File: src/rtl/projectile_pkg.sv
// Shared state encoding, fixed-point types and screen-limit helpers for the projectile pool.
package projectile_pkg;

  typedef enum logic {COLLECT = 1'b0, UPDATE = 1'b1} state_t;

  localparam int FRAC_BITS_DEF = 6;
  localparam int FX_W_DEF      = 12 + FRAC_BITS_DEF;

  typedef logic signed [FX_W_DEF-1:0] fx_t;

  typedef struct packed {
    logic active;
    fx_t  x;
    fx_t  y;
    fx_t  vx;
    fx_t  vy;
  } slot_t;

  function automatic int lim_low(input int margin, input int frac);
    return margin << frac;
  endfunction

  // Largest top-left coordinate that keeps the whole object inside the margin.
  function automatic int lim_high(input int extent, input int margin, input int obj, input int frac);
    return (extent - 1 - margin - obj) << frac;
  endfunction

endpackage

File: src/rtl/projectile_step.sv
// Combinational single-slot motion step: gravity with speed clamp, position add, edge handling.
module projectile_step
  import projectile_pkg::*;
#(
  parameter int FRAC_BITS   = 6,
  parameter int FX_W        = 12 + FRAC_BITS,
  parameter int OBJ_W       = 16,
  parameter int OBJ_H       = 16,
  parameter int SCREEN_W    = 640,
  parameter int SCREEN_H    = 480,
  parameter int MARGIN      = 2,
  parameter int Y_ACCEL     = 10,
  parameter int MAX_Y_SPEED = 100,
  parameter int EDGE_MODE   = 0
) (
  input  logic signed [FX_W-1:0] x,
  input  logic signed [FX_W-1:0] y,
  input  logic signed [FX_W-1:0] vx,
  input  logic signed [FX_W-1:0] vy,
  output logic signed [FX_W-1:0] nx,
  output logic signed [FX_W-1:0] ny,
  output logic signed [FX_W-1:0] nvx,
  output logic signed [FX_W-1:0] nvy,
  output logic                   alive
);

  localparam logic signed [FX_W-1:0] LIM_L = FX_W'(lim_low(MARGIN, FRAC_BITS));
  localparam logic signed [FX_W-1:0] LIM_R = FX_W'(lim_high(SCREEN_W, MARGIN, OBJ_W, FRAC_BITS));
  localparam logic signed [FX_W-1:0] LIM_T = FX_W'(lim_low(MARGIN, FRAC_BITS));
  localparam logic signed [FX_W-1:0] LIM_B = FX_W'(lim_high(SCREEN_H, MARGIN, OBJ_H, FRAC_BITS));
  localparam logic signed [FX_W-1:0] ACC   = FX_W'(Y_ACCEL);
  localparam logic signed [FX_W-1:0] VMAX  = FX_W'(MAX_Y_SPEED);

  logic signed [FX_W-1:0] vy_acc, vy_clamp, xs, ys;

  always_comb begin
    vy_acc = vy + ACC;
    if (vy_acc > VMAX)       vy_clamp = VMAX;
    else if (vy_acc < -VMAX) vy_clamp = -VMAX;
    else                     vy_clamp = vy_acc;

    xs    = x + vx;
    ys    = y + vy_clamp;
    nx    = xs;
    ny    = ys;
    nvx   = vx;
    nvy   = vy_clamp;
    alive = 1'b1;

    if (EDGE_MODE == 0) begin
      alive = !((xs < LIM_L) || (xs > LIM_R) || (ys < LIM_T) || (ys > LIM_B));
    end else begin
      // Reflect only when moving into the wall, so a clamped object cannot get stuck flipping.
      if (xs < LIM_L) begin
        nx = LIM_L;
        if (vx < 0) nvx = -vx;
      end else if (xs > LIM_R) begin
        nx = LIM_R;
        if (vx > 0) nvx = -vx;
      end
      if (ys < LIM_T) begin
        ny = LIM_T;
        if (vy_clamp < 0) nvy = -vy_clamp;
      end else if (ys > LIM_B) begin
        ny = LIM_B;
        if (vy_clamp > 0) nvy = -vy_clamp;
      end
    end
  end

endmodule

File: src/rtl/projectile_pool.sv
// Multi-slot projectile pool: spawn allocation, sticky hit capture, and a per-frame
// update that time-multiplexes one projectile_step over all slots.
module projectile_pool
  import projectile_pkg::*;
#(
  parameter int NUM_SLOTS   = 4,
  parameter int FRAC_BITS   = 6,
  parameter int OBJ_W       = 16,
  parameter int OBJ_H       = 16,
  parameter int SCREEN_W    = 640,
  parameter int SCREEN_H    = 480,
  parameter int MARGIN      = 2,
  parameter int Y_ACCEL     = 10,
  parameter int MAX_Y_SPEED = 100,
  parameter int EDGE_MODE   = 0,
  parameter int IDX_W       = (NUM_SLOTS > 1) ? $clog2(NUM_SLOTS) : 1
) (
  input  logic                     clk,
  input  logic                     reset,
  input  logic                     startOfFrame,
  input  logic                     spawn_req,
  input  logic [10:0]              spawn_x,
  input  logic [10:0]              spawn_y,
  input  logic signed [10:0]       spawn_vx,
  input  logic signed [10:0]       spawn_vy,
  output logic                     spawn_ack,
  output logic [IDX_W-1:0]         spawn_slot,
  output logic                     full,
  input  logic [NUM_SLOTS-1:0]     hit,
  output logic [NUM_SLOTS-1:0]     active,
  output logic [NUM_SLOTS*11-1:0]  topLeftX,
  output logic [NUM_SLOTS*11-1:0]  topLeftY,
  output logic                     overrun
);

  localparam int FX_W = 12 + FRAC_BITS;

  state_t                 state;
  logic [IDX_W-1:0]       idx;
  logic [NUM_SLOTS-1:0]   hit_reg;
  logic signed [FX_W-1:0] x [NUM_SLOTS];
  logic signed [FX_W-1:0] y [NUM_SLOTS];
  logic signed [FX_W-1:0] vx [NUM_SLOTS];
  logic signed [FX_W-1:0] vy [NUM_SLOTS];
  logic signed [FX_W-1:0] nx, ny, nvx, nvy;
  logic signed [FX_W-1:0] spawn_px, spawn_py;
  logic                   alive;

  assign full      = &active;
  assign spawn_ack = spawn_req & ~full & (state == COLLECT);
  assign spawn_px  = {1'b0, spawn_x, {FRAC_BITS{1'b0}}};
  assign spawn_py  = {1'b0, spawn_y, {FRAC_BITS{1'b0}}};

  always_comb begin
    spawn_slot = '0;
    for (int i = NUM_SLOTS - 1; i >= 0; i--) begin
      if (!active[i]) spawn_slot = IDX_W'(i);
    end
  end

  projectile_step #(
    .FRAC_BITS(FRAC_BITS), .FX_W(FX_W), .OBJ_W(OBJ_W), .OBJ_H(OBJ_H),
    .SCREEN_W(SCREEN_W), .SCREEN_H(SCREEN_H), .MARGIN(MARGIN),
    .Y_ACCEL(Y_ACCEL), .MAX_Y_SPEED(MAX_Y_SPEED), .EDGE_MODE(EDGE_MODE)
  ) u_step (
    .x(x[idx]), .y(y[idx]), .vx(vx[idx]), .vy(vy[idx]),
    .nx(nx), .ny(ny), .nvx(nvx), .nvy(nvy), .alive(alive)
  );

  always_ff @(posedge clk) begin
    if (reset) begin
      state    <= COLLECT;
      idx      <= '0;
      active   <= '0;
      hit_reg  <= '0;
      overrun  <= 1'b0;
      topLeftX <= '0;
      topLeftY <= '0;
      for (int i = 0; i < NUM_SLOTS; i++) begin
        x[i]  <= '0;
        y[i]  <= '0;
        vx[i] <= '0;
        vy[i] <= '0;
      end
    end else begin
      overrun <= (state == UPDATE) && startOfFrame;
      // Later per-slot clears below take priority over this capture.
      hit_reg <= hit_reg | (hit & active);
      case (state)
        COLLECT: begin
          if (spawn_ack) begin
            x[spawn_slot]                 <= spawn_px;
            y[spawn_slot]                 <= spawn_py;
            vx[spawn_slot]                <= FX_W'(spawn_vx);
            vy[spawn_slot]                <= FX_W'(spawn_vy);
            active[spawn_slot]            <= 1'b1;
            hit_reg[spawn_slot]           <= 1'b0;
            topLeftX[spawn_slot*11 +: 11] <= spawn_x;
            topLeftY[spawn_slot*11 +: 11] <= spawn_y;
          end
          if (startOfFrame) begin
            state <= UPDATE;
            idx   <= '0;
          end
        end
        UPDATE: begin
          if (active[idx]) begin
            if (hit_reg[idx]) begin
              active[idx]  <= 1'b0;
              hit_reg[idx] <= 1'b0;
            end else begin
              x[idx]               <= nx;
              y[idx]               <= ny;
              vx[idx]              <= nvx;
              vy[idx]              <= nvy;
              active[idx]          <= alive;
              topLeftX[idx*11 +: 11] <= nx[FRAC_BITS+10:FRAC_BITS];
              topLeftY[idx*11 +: 11] <= ny[FRAC_BITS+10:FRAC_BITS];
            end
          end
          if (idx == IDX_W'(NUM_SLOTS - 1)) state <= COLLECT;
          else                              idx   <= idx + IDX_W'(1);
        end
        default: state <= COLLECT;
      endcase
    end
  end

endmodule

File: config.mk
export PLATFORM = sky130hd
export DESIGN_NAME = projectile_pool
export DESIGN_NICKNAME = d
export VERILOG_FILES = /design/src/rtl/projectile_pkg.sv /design/src/rtl/projectile_step.sv /design/src/rtl/projectile_pool.sv
export SDC_FILE = /design/constraint.sdc
export NUM_CORES = 1
export LEC_CHECK = 0
export CAP_MARGIN = 20
export CORE_ASPECT_RATIO = 1.5
export CORE_MARGIN = 3
export CORE_UTILIZATION = 35
export DETAILED_ROUTE_END_ITERATION = 10
export PLACE_DENSITY_LB_ADDON = 0.08
export SYNTH_ARGS = -nofsm -noshare
export SYNTH_HDL_FRONTEND = slang
export SYNTH_HIERARCHICAL = 1
export SYNTH_SLANG_ARGS = --single-unit
File: constraint.sdc
create_clock -name clk -period 11.6 [get_ports clk]
set_clock_uncertainty 0.15 [all_clocks]
set_input_delay 2.9 -clock clk [delete_from_list [all_inputs] [get_ports clk]]
set_output_delay 2.9 -clock clk [all_outputs]
set_load 0.01 [all_outputs]
* Word level (Yosys, flattened, before mapping)
Memory sizes are Yosys's and may differ from the RTL's. A register that Yosys moved wholly into a read port is not among the register bits. Index checks and enable logic that the tools add are counted.
Word-level totals: output and inout bits 97, register bits after elaboration 100, bits of input ports 52, memory bits (writable) 288, logic and storage cells 156, memories 4
Memory list:
- vx | words 4, width 18, read ports 1, clocked after Yosys merged registers in 1, write ports 4, line projectile_pool.sv:43 | logic signed [FX_W-1:0] vx [NUM_SLOTS];
- vy | words 4, width 18, read ports 1, clocked after Yosys merged registers in 1, write ports 4, line projectile_pool.sv:44 | logic signed [FX_W-1:0] vy [NUM_SLOTS];
- x | words 4, width 18, read ports 1, clocked after Yosys merged registers in 1, write ports 4, line projectile_pool.sv:41 | logic signed [FX_W-1:0] x [NUM_SLOTS];
- y | words 4, width 18, read ports 1, clocked after Yosys merged registers in 1, write ports 4, line projectile_pool.sv:42 | logic signed [FX_W-1:0] y [NUM_SLOTS];
Cells by class: add/sub/neg operators 6, shift operators 6, reductions and logical operators 19, $lt $le $gt $ge 10, equal/unequal tests 6, bitwise gates (word level) 12, multiplexer cells 84, multiply operators 2
Operators with widths (number):
- $mux 44 | 6
- $mux 18 | 10
- $bwmux 44 | 4
- $pmux 44 s2 | 2
- $shiftx 11x34->44 | 4
- $reduce_or 18->1 | 8
- $shift 11x34->44 const A | 2
- $neg 6->34 | 2
- $mux 2 | 22
- $add 18x18->18 | 2
- $lt 18x9->1 const B | 2
- $mux 1 | 25
- $mux 4 | 6
- $add 18x5->18 const B | 1
- $gt 18x16->1 const B | 1
- $gt 18x17->1 const B | 1
- $gt 18x8->1 const B | 1
- $lt 18x8->1 const B | 1
- $and 4x4->4 | 4
- $pmux 4 s2 | 2
- $mul 2x4->6 const B | 2
- $ne 2x2->1 const B | 4
- $not 4->4 | 2
- $or 4x4->4 | 2
- other kinds (18) | 29

* Logic depth before layout (Yosys ltp)
Gate-level depths: netlist of run 1.
depth in word-level cells 13, gate-level depth with buffers 32, mapped depth without buffers 28

* Hierarchy
Netlist of run 1, hierarchy kept.
Modules (own cells, without submodules):
- projectile_pool | area an instance 16953.8 um^2, times used 1, cells an instance 1315
- projectile_step | area an instance 2994.1 um^2, times used 1, cells an instance 428

* Worst setup path after synthesis of run 1
Ideal clock, no wire load.
kind input to register, from input port spawn_req, to memory vx[3][0] (netlist name) (enable), data arrival time 6.776 ns, required time 10.948 ns, buffers on the path 2, stages 6, path slack 4.172 ns, library setup time 0.502 ns, cell sequence nand2b_1 > o22ai_2 > buf_2 > buf_2 > o21ai_0 > nor2_1
RTL lines:
- start, declared | line projectile_pool.sv:21 | input logic spawn_req,
- end, declared | line projectile_pool.sv:43

==> insert_results.sql, run 1 <==
INSERT INTO impl_metrics (metric_group, metric, value, unit) VALUES
('timing', 'hold_slack', '0.369', 'ns'),
('cells_and_area', 'drive_gt1_frac', '0.105', ''),
('floorplan', 'pin_count', '149', ''),
('critical_path', 'timing.reg2reg.setup_slack', '3.26', 'ns'),
('critical_path', 'timing.critical_path.fanout_max', '36', ''),
('power', 'peakVddDrop', '0.0000954', 'V'),
('clock_network', 'h-tree-depth', '2', ''),
('synthesis', 'synth_nets', '1843', ''),
('synthesis', 'synth_area', '19900', 'um^2'),
('synthesis', 'top_cell_type_s_share_of_synthesized_area', '0.434', ''),
('critical_path', 'reg2reg_to', 'active[2]', ''),
('critical_path', 'critical-path-top-delay-family', 'simple AND/OR/NAND/NOR gates', ''),
('detailed_routing', 'total_wirelength', '61000', 'um'),
('synthesis', 'postSynthCellCount', '1743', ''),
('cells_and_area', 'nFillCells', '5339', ''),
('timing', 'grt_setup_unrepaired', 'false', ''),
('cells_and_area', 'finalNetCount', '1915', ''),
('critical_path', 'critical_path_required', '11.92', 'ns'),
('cells_and_area', 'synthToLayoutAreaGrowth', '16.0', '%'),
('floorplan', 'core.rowCount', '106', ''),
('synthesis', 'share_of_flip_flops_with_an_asynchronous_set_or_reset', '0', ''),
('critical_path', 'slowest_delay', '0.65', 'ns'),
('timing', 'tightestPinTransition', '1.13', 'ns'),
('synthesis', 'synth_top_cells_by_area', 'sky130_fd_sc_hd__edfxtp_1 (43%), sky130_fd_sc_hd__dfxtp_1 (10%), sky130_fd_sc_hd__mux4_2 (8.1%), sky130_fd_sc_hd__nor2_1 (5.1%), sky130_fd_sc_hd__a22oi_1 (5.0%)', ''),
('cells_and_area', 'final_common_cell', 'sky130_fd_sc_hd__edfxtp_1', ''),
('placement', 'place.gp.congestion', '0.825', ''),
('detailed_routing', 'routedWlPerCell', '23.4', 'um'),
('floorplan', 'floorplan.die.width', '201', 'um'),
('clock_network', 'tritoncts_clock_tree', 'built', ''),
('critical_path', 'worst-r2r-cell-count', '27', ''),
('placement', 'io_buffers', '148', ''),
('detailed_routing', 'vias', '14555', ''),
('timing', 'report.final.hold_viol_count', '0', ''),
('timing', 'timing.slew.headroom', '0.248', ''),
('synthesis', 'synth_edf_count', '288', ''),
('global_route', 'maximum_number_of_pins_on_one_net_before_global_route_repair', '66', ''),
('timing', 'totalNegativeSetupSlack', '0', 'ns'),
('global_route', 'grt_overflow', '0', ''),
('outcome', 'outcome', 'complete, no violations', ''),
('cells_and_area', 'layout.cells.most_common_list', 'sky130_fd_sc_hd__edfxtp_1 (288), sky130_fd_sc_hd__nor2_1 (270), sky130_fd_sc_hd__clkdlybuf4s50_1 (147), sky130_fd_sc_hd__a21oi_1 (139), sky130_fd_sc_hd__a22oi_1 (132)', ''),
('critical_path', 'worstPathBufferInverterCount', '3', ''),
('synthesis', 'synth-warning-count', '6', ''),
('detailed_routing', 'drt_pre_antenna_iters', '5', ''),
('detailed_routing', 'drt_iter0_markers', '969', ''),
('min_path', 'whs_endpoint', 'topLeftY[10]', ''),
('detailed_routing', 'vias_per_cell', '5.59', ''),
('min_path', 'min-delay-path-class', 'flop to flop', ''),
('timing', 'drv_slew', '0', ''),
('detailed_routing', 'route.detailed.drc', '0', ''),
('floorplan', 'design.die.area', '60000', 'um^2'),
('clock_network', 'cts.sinks', '390', ''),
('min_path', 'timing.hold.worst_path_depth', '2', ''),
('critical_path', 'worst_ep_arrival_time', '8.66', 'ns'),
('timing', 'finalCritPeriodShare', '0.719', ''),
('global_route', 'antenna_found_initial', '0', ''),
('clock_network', 'cts_post_setup_buffers_inserted', '0', ''),
('clock_network', 'postCtsResizedCells', '0', ''),
('synthesis', 'synth.avg_cell_area', '11.4', 'um^2'),
('synthesis', 'synth_cell_types', '94', ''),
('power', 'post-layout-total-power', '0.00347', 'W'),
('global_route', 'track_usage', '0.200', ''),
('cells_and_area', 'utilization', '0.413', ''),
('power', 'power-per-cell-area', '150', 'nW/um^2'),
('global_route', 'grt_pass1_vias', '14800', ''),
('power', 'p_leak', '8.08', 'nW'),
('timing', 'fmax', '120', 'MHz'),
('detailed_routing', 'antenna_violation_net_count_after_detailed_routing', '0', ''),
('cells_and_area', 'diodes', '0', ''),
('synthesis', 'synth_sequential_area_ratio', '0.536', ''),
('flow_run', 'cap_viol_max_count', '0', ''),
('synthesis', 'yosys_most_used_dff', 'sky130_fd_sc_hd__edfxtp_1', '');
## power breakdown
group,switching (W),internal (W)
registers,0.0000313,0.00159
logic,0.000396,0.000212
clock network,0.000562,0.000674
## per-stage QoR
step | cells | cell area (um^2) | setup WS [ns]
after floorplan | 1743 | 19900 | 4.17
after global placement | 2528 | 21900 | 3.06
after detailed placement | 2528 | 21900 | 2.96
after CTS | 2601 | 23100 | 2.86
after global routing | 2602 | 23100 | 2.49
final | 2602 | 23100 | 3.26
## cells in the mapped netlist (4+ instances only)
| cell | number |
|---|---|
| sky130_fd_sc_hd__a211o_1 | 4 |
| sky130_fd_sc_hd__a211oi_1 | 94 |
| sky130_fd_sc_hd__a21boi_0 | 9 |
| sky130_fd_sc_hd__a21o_1 | 9 |
| sky130_fd_sc_hd__a21oi_1 | 139 |
| sky130_fd_sc_hd__a221oi_1 | 4 |
| sky130_fd_sc_hd__a22oi_1 | 132 |
| sky130_fd_sc_hd__a31oi_1 | 7 |
| sky130_fd_sc_hd__and2_1 | 5 |
| sky130_fd_sc_hd__and3_1 | 8 |
| sky130_fd_sc_hd__buf_2 | 63 |
| sky130_fd_sc_hd__buf_4 | 21 |
| sky130_fd_sc_hd__clkbuf_1 | 51 |
| sky130_fd_sc_hd__dfxtp_1 | 102 |
| sky130_fd_sc_hd__edfxtp_1 | 288 |
| sky130_fd_sc_hd__ha_1 | 46 |
| sky130_fd_sc_hd__inv_1 | 103 |
| sky130_fd_sc_hd__mux2i_1 | 6 |
| sky130_fd_sc_hd__mux4_2 | 72 |
| sky130_fd_sc_hd__nand2_1 | 50 |
| sky130_fd_sc_hd__nand2b_1 | 13 |
| sky130_fd_sc_hd__nand3_1 | 21 |
| sky130_fd_sc_hd__nor2_1 | 272 |
| sky130_fd_sc_hd__nor2b_1 | 8 |
| sky130_fd_sc_hd__nor3_1 | 27 |
| sky130_fd_sc_hd__nor4_1 | 8 |
| sky130_fd_sc_hd__o2111ai_1 | 8 |
| sky130_fd_sc_hd__o211ai_1 | 7 |
| sky130_fd_sc_hd__o21a_1 | 10 |
| sky130_fd_sc_hd__o21ai_0 | 22 |
| sky130_fd_sc_hd__o31ai_1 | 4 |
| sky130_fd_sc_hd__xnor2_1 | 21 |
| sky130_fd_sc_hd__xor2_1 | 22 |
## how the worst max path moves through the flow
stage / start / end / slack [ns] / depth (start not counted)
finish: flop / active[2] / 3.26 / 27
global route: flop / active[2] / 2.49 / 25
CTS: flop / active[2] / 2.86 / 26
detailed placement: flop / active[2] / 2.96 / 26
global placement: flop / active[2] / 3.06 / 26
floorplan: spawn_req / vx[3][0] / 4.17 / 6
## metal layers
layer | global-route usage | wire length [um] | vias up
li1 | - | - | 6692
met4 | 0.0455 | 1120 | 0
met3 | 0.0241 | 2830 | 68
met2 | 0.355 | 30700 | 452
met5 | 0 | 0 | -
met1 | 0.262 | 26300 | 7343
## worst reg2reg max path, delay by kind of cell (launching register included)
family / cells / cell delay, ns
xor gates and xnor gates: 1 / 0.47
and+or+nand+nor: 11 / 2.82
DFF: 1 / 0.53
buffers and inverters: 3 / 0.65
adders and majority gates: 4 / 1.33
AOI/OAI and AO/OA: 7 / 1.59
muxes: 1 / 0.71
## layout make-up
type                       count  area [um^2]  share of cell area
inverter                     103          387              0.0167
clock inverter                19          121             0.00524
clock buffer                  54         1110              0.0478
tap                          756          946              0.0409
multi-input combinational   1106         8200               0.354
timing repair buffer         174         1690              0.0732
sequential                   390        10700               0.462
## cells by family (layout without fill, tap and decap cells)
| family | after synthesis | after routing | synth area share |
|---|---|---|---|
| DFF | 390 | 390 | 0.536 |
| xor gates and xnor gates | 44 | 44 | 0.0200 |
| and+or+nand+nor | 451 | 451 | 0.104 |
| AOI/OAI and AO/OA | 484 | 484 | 0.167 |
| buffers and inverters | 247 | 350 | 0.0570 |
| muxes | 79 | 79 | 0.0849 |
| adders and majority gates | 48 | 48 | 0.0309 |
No activity file was read; power rests on OpenSTA's default activity.
==> run 2, diff against run 1 <==
==> constraint.sdc (replaced) <==
create_clock -name clk -period 8 [get_ports clk]
set_clock_uncertainty 0.15 [all_clocks]
set_input_delay 2 -clock clk [delete_from_list [all_inputs] [get_ports clk]]
set_output_delay 2 -clock clk [all_outputs]
set_load 0.01 [all_outputs]
==> insert_results.sql, run 2 (synthesis gave the netlist of run 1 again) <==
INSERT INTO impl_metrics (metric_group, metric, value, unit) VALUES
('power', 'power-per-cell-area', '224', 'nW/um^2'),
('timing', 'final.min_clock_period', '7.40', 'ns'),
('floorplan', 'pin_count', '149', ''),
('global_route', 'groute.layer.met3.usage', '0.0242', ''),
('global_route', 'gr-max-usage-layer', 'met2', ''),
('detailed_routing', 'routedWlPerCell', '23.3', 'um'),
('global_route', 'grt_pass1_vias', '14855', ''),
('timing', 'report.final.hold_viol_count', '0', ''),
('floorplan', 'design.die.area', '60000', 'um^2'),
('critical_path', 'critical_path_required', '8.32', 'ns'),
('timing', 'timing.slew.headroom', '0.278', ''),
('floorplan', 'core.rowCount', '106', ''),
('cells_and_area', 'final_common_cell', 'sky130_fd_sc_hd__edfxtp_1', ''),
('floorplan', 'vertical_die_dimension', '298', 'um'),
('critical_path', 'timing.critical_path.fanout_max', '14', ''),
('clock_network', 'ctsLongestPathBuffers', '3', ''),
('cells_and_area', 'nFillCells', '5339', ''),
('timing', 'fmax', '135', 'MHz'),
('detailed_routing', 'vias_per_cell', '5.56', ''),
('global_route', 'gr-usage-met2', '0.359', ''),
('clock_network', 'clk_latency', '0.56', 'ns'),
('timing', 'tightestPinTransition', '1.08', 'ns'),
('cells_and_area', 'synthToLayoutAreaGrowth', '17.5', '%'),
('detailed_routing', 'drt_pre_antenna_iters', '5', ''),
('detailed_routing', 'route.detailed.drc', '0', ''),
('timing', 'totalNegativeSetupSlack', '0', 'ns'),
('timing', 'drv_slew', '0', ''),
('critical_path', 'worst-r2r-cell-count', '26', ''),
('timing', 'finalCritPeriodShare', '0.925', ''),
('detailed_routing', 'antenna_violation_net_count_after_detailed_routing', '0', ''),
('clock_network', 'clk_pin_slew_worst_paths', '0.06', 'ns'),
('placement', 'place.detailed.hpwl', '40300', 'um'),
('global_route', 'grt_overflow', '0', ''),
('global_route', 'grt_first_pass_wirelength', '93200', 'um'),
('floorplan', 'start_util', '0.356', ''),
('detailed_routing', 'total_wirelength', '60900', 'um'),
('floorplan', 'floorplan.die.width', '201', 'um'),
('clock_network', 'cts-root-buf', 'sky130_fd_sc_hd__clkbuf_16', ''),
('detailed_routing', 'vias', '14568', ''),
('cells_and_area', 'drive_gt1_frac', '0.118', ''),
('placement', 'io_buffers', '148', ''),
('floorplan', 'core', '56100', 'um^2'),
('global_route', 'antenna_found_initial', '0', ''),
('global_route', 'maximum_number_of_pins_on_one_net_before_global_route_repair', '73', ''),
('timing', 'final_report_setup_violation_count', '0', ''),
('cells_and_area', 'layout.cells.most_common_list', 'sky130_fd_sc_hd__edfxtp_1 (288), sky130_fd_sc_hd__nor2_1 (270), sky130_fd_sc_hd__clkdlybuf4s50_1 (147), sky130_fd_sc_hd__a21oi_1 (139), sky130_fd_sc_hd__a22oi_1 (132)', ''),
('critical_path', 'timing.critical_path.from_type', 'flop', ''),
('timing', 'grt_setup_unrepaired', 'false', ''),
('clock_network', 'h-tree-depth', '2', ''),
('flow_run', 'cap_viol_max_count', '0', ''),
('cells_and_area', 'finalNetCount', '1929', ''),
('power', 'p_leak', '8.24', 'nW'),
('min_path', 'min-delay-path-class', 'flop to flop', ''),
('timing', 'hold_slack', '0.370', 'ns'),
('power', 'peakVddDrop', '0.000144', 'V'),
('clock_network', 'tritoncts_clock_tree', 'built', ''),
('critical_path', 'timing.setup.critical_path_class', 'flop to flop', ''),
('global_route', 'globalRouteMet1Util', '0.254', ''),
('critical_path', 'critical_path.endpoint_type', 'flop', ''),
('global_route', 'track_usage', '0.199', ''),
('placement', 'place.gp.congestion', '0.851', ''),
('clock_network', 'cts_hold_buffers', '0', ''),
('min_path', 'timing.hold.worst_path_depth', '2', ''),
('critical_path', 'worst_ep_arrival_time', '7.72', 'ns'),
('clock_network', 'clock_buffer_count_from_cts', '41', ''),
('clock_network', 'cts.sinks', '390', ''),
('detailed_routing', 'drt_iter0_markers', '912', ''),
('outcome', 'outcome', 'complete, no violations', '');
[run 2: metrics by stage]
step	cells	total power, W	area [um^2]	utilization	setup slack (ns)
after floorplan	1743	0.00298	19900	-	1.08
after global placement	2541	0.00330	22000	0.392	0.514
after detailed placement	2541	0.00331	22000	0.392	0.402
after CTS	2617	0.00532	23400	0.417	0.340
after global routing	2618	0.00547	23400	0.418	0.0267
final	2619	0.00525	23400	0.418	0.597
[run 2: routing by layer]
metal	up-vias	wire (um)
met4	0	1240
met1	7315	25400
met3	80	3050
met5	-	0
li1	6716	-
met2	457	31200
[run 2: worst max-delay path, stage by stage, from the launching register on]
cell and delay [ns]:
sky130_fd_sc_hd__dfxtp_4 0.39, sky130_fd_sc_hd__buf_4 0.31, sky130_fd_sc_hd__mux4_2 0.67, sky130_fd_sc_hd__nand2_1 0.23, sky130_fd_sc_hd__nor2_1 0.19, sky130_fd_sc_hd__nor3_1 0.23, sky130_fd_sc_hd__a31oi_1 0.06, sky130_fd_sc_hd__nor2_1 0.11
sky130_fd_sc_hd__a31oi_1 0.05, sky130_fd_sc_hd__nor3_1 0.15, sky130_fd_sc_hd__nand4_1 0.12, sky130_fd_sc_hd__ha_1 0.39, sky130_fd_sc_hd__o21ai_0 0.59, sky130_fd_sc_hd__ha_1 0.43, sky130_fd_sc_hd__a2111oi_0 0.45, sky130_fd_sc_hd__nor4_1 0.09
sky130_fd_sc_hd__o21a_1 0.17, sky130_fd_sc_hd__o21a_1 0.24, sky130_fd_sc_hd__o311ai_1 0.27, sky130_fd_sc_hd__buf_4 0.20, sky130_fd_sc_hd__nor2_1 0.05, sky130_fd_sc_hd__and3_1 0.19, sky130_fd_sc_hd__or4_1 0.50, sky130_fd_sc_hd__nor4_2 0.40
sky130_fd_sc_hd__nor3b_2 0.34, sky130_fd_sc_hd__a222oi_1 0.13, sky130_fd_sc_hd__nor3_1 0.20
[run 2: layout make-up]
cell class | instances | area, um^2 | share of cell area
clock inverters | 23 | 270 | 0.0115
repair buffers | 187 | 1790 | 0.0763
well taps | 756 | 946 | 0.0404
flip-flops and latches | 390 | 10700 | 0.456
multi-input cells | 1106 | 8220 | 0.351
diodes | 1 | 2.50 | 0.000107
inverters | 103 | 387 | 0.0165
clock buffers | 53 | 1120 | 0.0478
[run 2: what timing repair did]
action / in CTS / in global routing
setup endpoints to repair: 0 / 3
setup buffers: 0 / 1
hold endpoints to repair: 0 / 0
gates resized for setup: 0 / 5
[run 2: report_power, final]
group	total, W	internal (W)	switching, W
sequential	0.00235	0.00231	0.0000445
clock	0.00199	0.00114	0.000849
combinational	0.000912	0.000325	0.000586
[run 2: final timing paths]
kind / from / end / slack [ns]
worst min register to register: topLeftX[25] / topLeftX[25] / 0.37
worst max register to register: flop / active[3] / 0.60
worst max-delay path: flop / active[3] / 0.60
worst min-delay path: topLeftX[25] / topLeftX[25] / 0.37
==> run 3, diff against run 2 <==
--- a/config.mk
+++ b/config.mk
@@ -11,6 +11,7 @@
 export CORE_UTILIZATION = 35
 export DETAILED_ROUTE_END_ITERATION = 10
 export PLACE_DENSITY_LB_ADDON = 0.08
+export RECOVER_POWER = 25
 export SYNTH_ARGS = -nofsm -noshare
 export SYNTH_HDL_FRONTEND = slang
 export SYNTH_HIERARCHICAL = 1
==> constraint.sdc (replaced) <==
create_clock -name clk -period 7.5 [get_ports clk]
set_clock_uncertainty 0.15 [all_clocks]
set_input_delay 1.875 -clock clk [delete_from_list [all_inputs] [get_ports clk]]
set_output_delay 1.875 -clock clk [all_outputs]
set_load 0.01 [all_outputs]
==> insert_results.sql, run 3 (synthesis gave the netlist of run 1 again) <==
INSERT INTO impl_metrics (metric_group, metric, value, unit) VALUES
('global_route', 'gr-usage-met2', '0.362', ''),
('floorplan', 'start_util', '0.356', ''),
('cells_and_area', 'final_common_cell', 'sky130_fd_sc_hd__edfxtp_1', ''),
('outcome', 'violations_in_the_final_reports', 'capacitance limit, slew limit', ''),
('detailed_routing', 'antenna_violation_net_count_after_detailed_routing', '0', ''),
('global_route', 'grt_first_pass_wirelength', '93700', 'um'),
('power', 'p_leak', '8.48', 'nW'),
('clock_network', 'cts_post_setup_buffers_inserted', '0', ''),
('cells_and_area', 'synthToLayoutAreaGrowth', '16.9', '%'),
('timing', 'timing.slew.headroom', '-1.81', ''),
('detailed_routing', 'routedWlPerCell', '23.4', 'um'),
('detailed_routing', 'total_wirelength', '61600', 'um'),
('critical_path', 'critical_path_required', '7.81', 'ns'),
('min_path', 'min-delay-path-class', 'flop to flop', ''),
('cells_and_area', 'drive_gt1_frac', '0.112', ''),
('global_route', 'grt_pass1_vias', '14677', ''),
('clock_network', 'cts_hold_buffers', '0', ''),
('timing', 'report.final.hold_viol_count', '0', ''),
('clock_network', 'clk_pin_slew_worst_paths', '0.06', 'ns'),
('clock_network', 'ctsLongestPathBuffers', '3', ''),
('outcome', 'outcome', 'finished, violations left', ''),
('clock_network', 'cts-root-buf', 'sky130_fd_sc_hd__clkbuf_16', ''),
('floorplan', 'floorplan.die.width', '201', 'um'),
('placement', 'place.detailed.hpwl', '41300', 'um'),
('cells_and_area', 'finalNetCount', '1941', ''),
('clock_network', 'postCtsResizedCells', '0', ''),
('cells_and_area', 'utilization', '0.416', ''),
('timing', 'drv_slew', '244', ''),
('detailed_routing', 'drt_iter0_markers', '944', ''),
('floorplan', 'pin_count', '149', ''),
('critical_path', 'slowest_delay', '0.62', 'ns'),
('clock_network', 'clk_latency', '0.56', 'ns'),
('detailed_routing', 'route.detailed.drc', '0', ''),
('clock_network', 'tritoncts_clock_tree', 'built', ''),
('global_route', 'antenna_found_initial', '0', ''),
('critical_path', 'cp_slowest_cell', 'sky130_fd_sc_hd__or4_1', ''),
('timing', 'final.min_clock_period', '7.21', 'ns'),
('global_route', 'grt_overflow', '0', ''),
('critical_path', 'worstPathBufferInverterCount', '3', ''),
('critical_path', 'timing.setup.critical_path_class', 'flop to flop', ''),
('timing', 'final_report_setup_violation_count', '0', ''),
('global_route', 'globalRouteMet1Util', '0.253', ''),
('detailed_routing', 'drt_pre_antenna_iters', '5', ''),
('placement', 'io_buffers', '148', ''),
('global_route', 'maximum_number_of_pins_on_one_net_before_global_route_repair', '90', ''),
('flow_run', 'cap_viol_max_count', '5', ''),
('cells_and_area', 'diodes', '0', ''),
('clock_network', 'cts.sinks', '390', ''),
('floorplan', 'core', '56100', 'um^2'),
('floorplan', 'core.rowCount', '106', ''),
('global_route', 'groute.layer.met3.usage', '0.0257', ''),
('detailed_routing', 'vias', '14586', ''),
('power', 'power-per-cell-area', '233', 'nW/um^2'),
('floorplan', 'design.die.area', '60000', 'um^2'),
('detailed_routing', 'vias_per_cell', '5.55', ''),
('floorplan', 'vertical_die_dimension', '298', 'um'),
('clock_network', 'h-tree-depth', '2', ''),
('timing', 'fmax', '139', 'MHz'),
('placement', 'place.gp.congestion', '0.859', ''),
('global_route', 'gr-max-usage-layer', 'met2', ''),
('clock_network', 'clock_buffer_count_from_cts', '40', ''),
('timing', 'totalNegativeSetupSlack', '0', 'ns'),
('critical_path', 'worst_ep_arrival_time', '7.52', 'ns'),
('power', 'peakVddDrop', '0.000144', 'V'),
('critical_path', 'critical-path-top-delay-family', 'simple AND/OR/NAND/NOR gates', ''),
('critical_path', 'timing.critical_path.fanout_max', '11', ''),
('critical_path', 'critical_path.endpoint_type', 'flop', ''),
('global_route', 'track_usage', '0.201', ''),
('timing', 'finalCritPeriodShare', '0.961', ''),
('critical_path', 'timing.critical_path.from_type', 'flop', ''),
('cells_and_area', 'layout.cells.most_common_list', 'sky130_fd_sc_hd__edfxtp_1 (288), sky130_fd_sc_hd__nor2_1 (271), sky130_fd_sc_hd__a21oi_1 (139), sky130_fd_sc_hd__a22oi_1 (132), sky130_fd_sc_hd__inv_1 (103)', ''),
('timing', 'tightestPinTransition', '4.21', 'ns');
-- run 3: cell count changes in the layout (fill, tap and decap cells not counted), sizes merged --
cell           before  now
buf                40   48
bufinv              4    1
clkbuf             53   66
clkdlybuf4s50     147   52
clkinv             13   10
clkinvlp            0    1
diode               1    0
dlygate4sd3         0   95
inv               109  103
-- run 3: layout make-up --
| class | instances | area [um^2] |
|---|---|---|
| well taps | 756 | 946 |
| multi-input cells | 1106 | 8180 |
| repair buffers | 200 | 1880 |
| inverters | 103 | 387 |
| clock buffers | 61 | 1120 |
| fillers | 5402 | 32800 |
| flip-flops and latches | 390 | 10700 |
| clock inverters | 12 | 115 |
-- run 3: through the flow --
step	std cells	power (W)	worst slack, ns	instance area (um^2)	hold slack [ns]
after detailed placement	2554	0.00355	0.241	22100	0.366
final	2628	0.00543	0.289	23300	0.365
after floorplan	1743	0.00318	0.577	19900	0.340
after global routing	2628	0.00566	-0.0500	23300	0.384
after CTS	2627	0.00550	0.175	23400	0.373
after global placement	2554	0.00354	0.335	22100	0.362
-- run 3: power breakdown --
group	switching [W]	leakage, nW	internal (W)	total, W
logic	0.000630	4.06	0.000348	0.000978
registers	0.0000460	3.82	0.00247	0.00251
clock network	0.000861	0.600	0.00108	0.00194
total	0.00154	8.48	0.00389	0.00543
-- run 3: routing by layer --
| metal | wire length [um] | vias up | share of wire |
|---|---|---|---|
| met5 | 0 | - | 0 |
| met4 | 1660 | 0 | 0.027 |
| met2 | 31400 | 413 | 0.51 |
| li1 | - | 6741 | - |
| met3 | 2770 | 68 | 0.045 |
| met1 | 25800 | 7364 | 0.42 |
-- run 3: path summary, 6_finish.rpt --
kind,startpoint,end,slack (ns),depth (start not counted)
worst max-delay path,flop,active[0],0.29,28
worst min-delay path,topLeftY[16],topLeftY[16],0.37,2
worst max register to register,flop,active[0],0.29,28
worst min register to register,topLeftY[16],topLeftY[16],0.37,2
-- run 3: tightest hold or removal path, cell delays in order, from the launching register on --
cell,delay [ns]
sky130_fd_sc_hd__dfxtp_1,0.31
sky130_fd_sc_hd__a21oi_1,0.11
sky130_fd_sc_hd__a211oi_1,0.05
